### src/rtl/pc_stack_counter.sv
`default_nettype none
// ============================================================================
//  Module   : pc_stack_counter
//  Purpose  : Registered program counter with jump, signed relative branch
//             and a LIFO return stack; sticky overflow/underflow flags.
//  Revision : 1.0  initial release
// ============================================================================
module pc_stack_counter #(
  parameter int unsigned      WIDTH     = 8,
  parameter int unsigned      DEPTH     = 4,
  parameter logic [WIDTH-1:0] RESET_VAL = '0
) (
  input  logic                       clk,
  input  logic                       rst_n,
  input  logic                       en,
  input  logic [2:0]                 op,
  input  logic [WIDTH-1:0]           din,
  input  logic                       oe,
  input  logic                       err_clr,
  output logic [WIDTH-1:0]           pc,
  output logic [WIDTH-1:0]           pc_oe,
  output logic [$clog2(DEPTH+1)-1:0] level,
  output logic                       full,
  output logic                       empty,
  output logic                       ovf,
  output logic                       unf
);

  localparam int LW    = $clog2(DEPTH + 1);
  // Stack index width; at least one bit so DEPTH=1 still has a legal index.
  localparam int IW    = (DEPTH > 1) ? $clog2(DEPTH) : 1;
  localparam int SLOTS = 1 << IW;

  localparam logic [2:0] c_op_hold   = 3'b000;
  localparam logic [2:0] c_op_inc    = 3'b001;
  localparam logic [2:0] c_op_jump   = 3'b010;
  localparam logic [2:0] c_op_branch = 3'b011;
  localparam logic [2:0] c_op_call   = 3'b100;
  localparam logic [2:0] c_op_ret    = 3'b101;

  logic [WIDTH-1:0] r_pc;
  logic [LW-1:0]    r_level;
  logic             r_ovf;
  logic             r_unf;
  logic [WIDTH-1:0] r_stack [SLOTS];

  logic [WIDTH-1:0] w_pc_next;
  logic [LW-1:0]    w_level_next;
  logic [WIDTH-1:0] w_pc_inc;
  logic [IW-1:0]    w_push_idx;
  logic [IW-1:0]    w_pop_idx;
  logic             w_push;
  logic             w_set_ovf;
  logic             w_set_unf;
  logic             w_full;
  logic             w_empty;

  assign w_full     = (r_level == LW'(DEPTH));
  assign w_empty    = (r_level == '0);
  assign w_pc_inc   = r_pc + WIDTH'(1);
  assign w_push_idx = IW'(r_level);
  assign w_pop_idx  = IW'(r_level) - IW'(1);

  // Decode the op into next PC, next level, push strobe and error events.
  // Branch offset needs no explicit sign extension: it has the PC's width,
  // so modulo-2^WIDTH addition of the raw bits is the signed add.
  always_comb begin
    w_pc_next    = r_pc;
    w_level_next = r_level;
    w_push       = 1'b0;
    w_set_ovf    = 1'b0;
    w_set_unf    = 1'b0;
    if (en) begin
      case (op)
        c_op_inc:    w_pc_next = w_pc_inc;
        c_op_jump:   w_pc_next = din;
        c_op_branch: w_pc_next = r_pc + din;
        c_op_call: begin
          if (w_full) begin
            w_set_ovf = 1'b1;
          end else begin
            w_push       = 1'b1;
            w_level_next = r_level + LW'(1);
            w_pc_next    = din;
          end
        end
        c_op_ret: begin
          if (w_empty) begin
            w_set_unf = 1'b1;
          end else begin
            w_level_next = r_level - LW'(1);
            w_pc_next    = r_stack[w_pop_idx];
          end
        end
        c_op_hold: w_pc_next = r_pc;
        default:   w_pc_next = r_pc;  // 110/111 behave as hold
      endcase
    end
  end

  // PC, level and sticky flags; a flag set on the same edge beats err_clr.
  always_ff @(posedge clk or negedge rst_n) begin
    if (!rst_n) begin
      r_pc    <= RESET_VAL;
      r_level <= '0;
      r_ovf   <= 1'b0;
      r_unf   <= 1'b0;
    end else begin
      r_pc    <= w_pc_next;
      r_level <= w_level_next;
      r_ovf   <= w_set_ovf | (r_ovf & ~err_clr);
      r_unf   <= w_set_unf | (r_unf & ~err_clr);
    end
  end

  // Return-stack storage; a push writes the return address at the slot
  // just above the current top.
  always_ff @(posedge clk or negedge rst_n) begin
    if (!rst_n) begin
      for (int i = 0; i < SLOTS; i++) begin
        r_stack[i] <= '0;
      end
    end else if (w_push) begin
      r_stack[w_push_idx] <= w_pc_inc;
    end
  end

  assign pc    = r_pc;
  assign pc_oe = {WIDTH{oe}};
  assign level = r_level;
  assign full  = w_full;
  assign empty = w_empty;
  assign ovf   = r_ovf;
  assign unf   = r_unf;

endmodule
`default_nettype wire

### config.mk
export PLATFORM = sky130hd
export DESIGN_NAME = pc_stack_counter
export DESIGN_NICKNAME = d
export VERILOG_FILES = /design/src/rtl/pc_stack_counter.sv
export SDC_FILE = /design/constraint.sdc
export NUM_CORES = 1
export LEC_CHECK = 0
export ABC_AREA = 1
export CORE_MARGIN = 3
export CORE_UTILIZATION = 55
export DETAILED_ROUTE_END_ITERATION = 16
export GPL_TIMING_DRIVEN = 0
export HOLD_SLACK_MARGIN = 0.03
export PLACE_DENSITY_LB_ADDON = 0.12
export SKIP_CTS_REPAIR_TIMING = 1
export SYNTH_ARGS = -nofsm -noshare
export SYNTH_HDL_FRONTEND = slang
export SYNTH_SLANG_ARGS = --single-unit
### constraint.sdc
create_clock -name clk -period 2.3 [get_ports clk]
set_input_delay 0.46 -clock clk [delete_from_list [all_inputs] [get_ports clk]]
set_output_delay 0.46 -clock clk [all_outputs]
set_load 0.02 [all_outputs]
==> reports/results.txt <==
Slew @ Worst Pin - 0.601 ns
Final Setup Violations - 0
Leak pwr - 1.80 nW
Floorplan die width - 78.8 µm
Simple-Gate Fraction of Synth Area - 32.6%
Die area - 6210 µm²
Synth Flop Type - dfrtp_1
Post-Syn Area per Cell - 7.21 µm²
Crit Path Class - reg -> out
Mapped Cells - 404
Setup_tns - 0 ns
Detail Placement HPWL - 5400 µm
Die height - 78.8 µm
Final period utilization - 93.8%
Worst path arrival time - 1.70 ns
Tot Pwr - 3.92 mW
ANT cells - 0
Seq/Total Area, Yosys - 38.7%
Startpoint Class - flop
Num rows - 25
Top cell type by total area after synthesis - dfrtp_1
GR Overflow Total - 0
Post-synthesis adder-cell area fraction - 6.53%
Critical path fanouts, max - 8
Area Overhead vs Synth - 21.5%
Clk root buf - clkbuf_8
Outcome - finished clean
Critical Path RT - 1.84 ns
Grt met1 use - 30.7%
Max-slew headroom - 59.7%
Mux share of post-synthesis cell area - 0%
Reg clk slew, reported paths - 0.10 ns
Pwr Density - 1110 nW/µm²
Port Buffers - 37
Xor and xnor area share after synthesis - 1.80%
Slew Limit Fails - 0
Peak VDD IR - 0.668 mV
Period minus WS final - 2.16 ns
Wire per inst - 13.8 µm
Post-Layout Cell Count - 523
Worst R2R Start - level[0]$_DFFE_PN0P_
Vias in the first global route - 2682
Syn_nets - 434
Initial antenna violation count - 0
Max cap viols - 0
Cells after DPL - 509
Number of remaining DRC errors - 0
Setup crit end kind - output pin
Distinct cells, synth - 31
Met3 Usage GRT - 4.54%
Pin count of the biggest net entering global routing - 34
Busiest grt layer - met2
Crit path largest cell delay - 0.41 ns
Synth top area cells - dfrtp_1 39%, nand2_1 17%, inv_1 6.6%
Synth Register Bits - 45
Met2 Use GR - 43.7%
# H-tree levels - 2
Worst-path cell chain - clkbuf_4 -> clkinvlp_4 -> ha_4 -> inv_1 -> nor2_1 -> dlymetal6s2s_1
RSZ-0062 raised after global routing - false
Final core utilization - 72.1%
CTS Buffer Depth - 2
CTS tree - built
Final ANT Viol Nets - 0
Routed WL - 7230 µm
CTS buffer count - 5
Share of layout cells above drive strength 1 - 11.0%
Post-Syn Area - 2910 µm²
Post-synth top cells - 131 x nand2_1, 51 x inv_1, 45 x dfrtp_1
Final Hold Fails - 0
Final GP Congestion - 0.876
Vias post-DR - 2791
CP startpoint - level[0]$_DFFE_PN0P_
Max Clk Rate - 464 MHz
Clock net sink count - 45
DRT Pass-1 Iters - 5
Slowest CP cell - dfrtp_1
Initial DRC count - 206
Core area - 4910 µm²
Via density - 5.34
Number of synthesized flops with an enable pin - 0
Final setup skew - 0.0170 ns
Synth Warn # - 0
Compound-Gate Fraction of Synth Area - 10.1%
Share of Yosys cell area claimed by the top area cell type - 38.7%
Fill count - 420
# nets final - 485
Async SR Flop Fraction - 100%
Initial core utilization - 59.3%
Hold Path Class - in -> async
GRT Overall Usage - 24.7%
Global-route wire length before repair - 12200 µm
Area after DPL - 3380 µm²
Final Cell Area - 3540 µm²
Worst-Skew Late Latency - 0.31 ns
Most frequent cell after synthesis - nand2_1
IO Pins - 39
Largest family of logic cells by synthesized area - simple AND/OR/NAND/NOR gates
## placed cells by master, fill, tap and decap left out, drive strengths merged
| master | netlist | final |
|---|---|---|
| a21oi | 17 | 17 |
| a31oi | 8 | 8 |
| buf | 12 | 20 |
| clkbuf | 2 | 8 |
| clkdlybuf4s50 | 0 | 34 |
| clkinv | 2 | 1 |
| clkinvlp | 0 | 3 |
| dfrtp | 45 | 45 |
| dlymetal6s2s | 0 | 2 |
| fa | 2 | 2 |
| ha | 12 | 12 |
| inv | 54 | 54 |
| nand2 | 132 | 132 |
| nand3 | 35 | 35 |
| nand3b | 3 | 3 |
| nand4 | 4 | 4 |
| nor2 | 33 | 33 |
| nor3 | 2 | 2 |
| o211ai | 1 | 1 |
| o21ai | 28 | 28 |
| o22ai | 2 | 2 |
| or2 | 4 | 4 |
| xnor2 | 2 | 2 |
| xor2 | 4 | 4 |
## worst max-delay path, delay by kind of cell (launching register included)
kind                       cells  cell delay [ns]
adders and majority gates      1             0.18
buffers and inverters          4             0.70
DFF                            1             0.41
and+or+nand+nor                1             0.08
## worst paths after layout
| check | end | slack, ns | cells past startpoint |
|---|---|---|---|
| max | empty | 0.14 | 6 |
| min | level[2]$_DFFE_PN0P_ | 0.04 | 1 |
| max reg2reg | pc[3]$_DFFE_PN0P_ | 0.22 | 11 |
| min reg2reg | r_stack[11]$_DFFE_PN0P_ | 0.48 | 2 |
| max in group asynchronous | r_stack[0]$_DFFE_PN0P_ | 1.76 | 2 |
| min in group clk | r_stack[11]$_DFFE_PN0P_ | 0.48 | 2 |
## power breakdown
group | total, mW | switching, mW | internal (mW)
Combinational | 2.06 | 1.22 | 0.841
Clock | 0.498 | 0.284 | 0.214
Sequential | 1.36 | 0.247 | 1.12
## flip-flops by register name, summed over array words and instances (netlist names)
signal / flops
pc: 8
unf: 1
level: 3
r_stack: 32
ovf: 1
## cell families after synthesis
logic type | Yosys count
adders and majority gates | 14
and+or+nand+nor | 213
DFF | 45
xor gates and xnor gates | 6
buffers and inverters | 70
AOI/OAI and AO/OA | 56
## layout make-up
type / instances / area [µm²] / area share (%)
Clock inverter: 2 / 15.0 / 0.424
Buffer: 14 / 93.8 / 2.65
Multi-Input combinational cell: 289 / 1500 / 42.3
Inverter: 56 / 214 / 6.04
Tap cell: 67 / 83.8 / 2.37
Sequential cell: 45 / 1130 / 31.8
Clock buffer: 6 / 72.6 / 2.05
Timing Repair Buffer: 44 / 435 / 12.3
## through the flow
step                worst slack (ns)  hold WS, ns
finish                         0.144       0.0401
global route                  0.0363       0.0565
CTS                           -0.590       0.0556
detailed placement            -0.397        0.387
global placement              -0.458        0.452
floorplan                      0.108        0.164
## metal layers
layer	wire (µm)	share of wire (%)
met5	0	0
met4	117	1.6
met3	421	5.8
met2	3580	49
met1	3110	43
No activity file was read; power rests on OpenSTA's default activity.
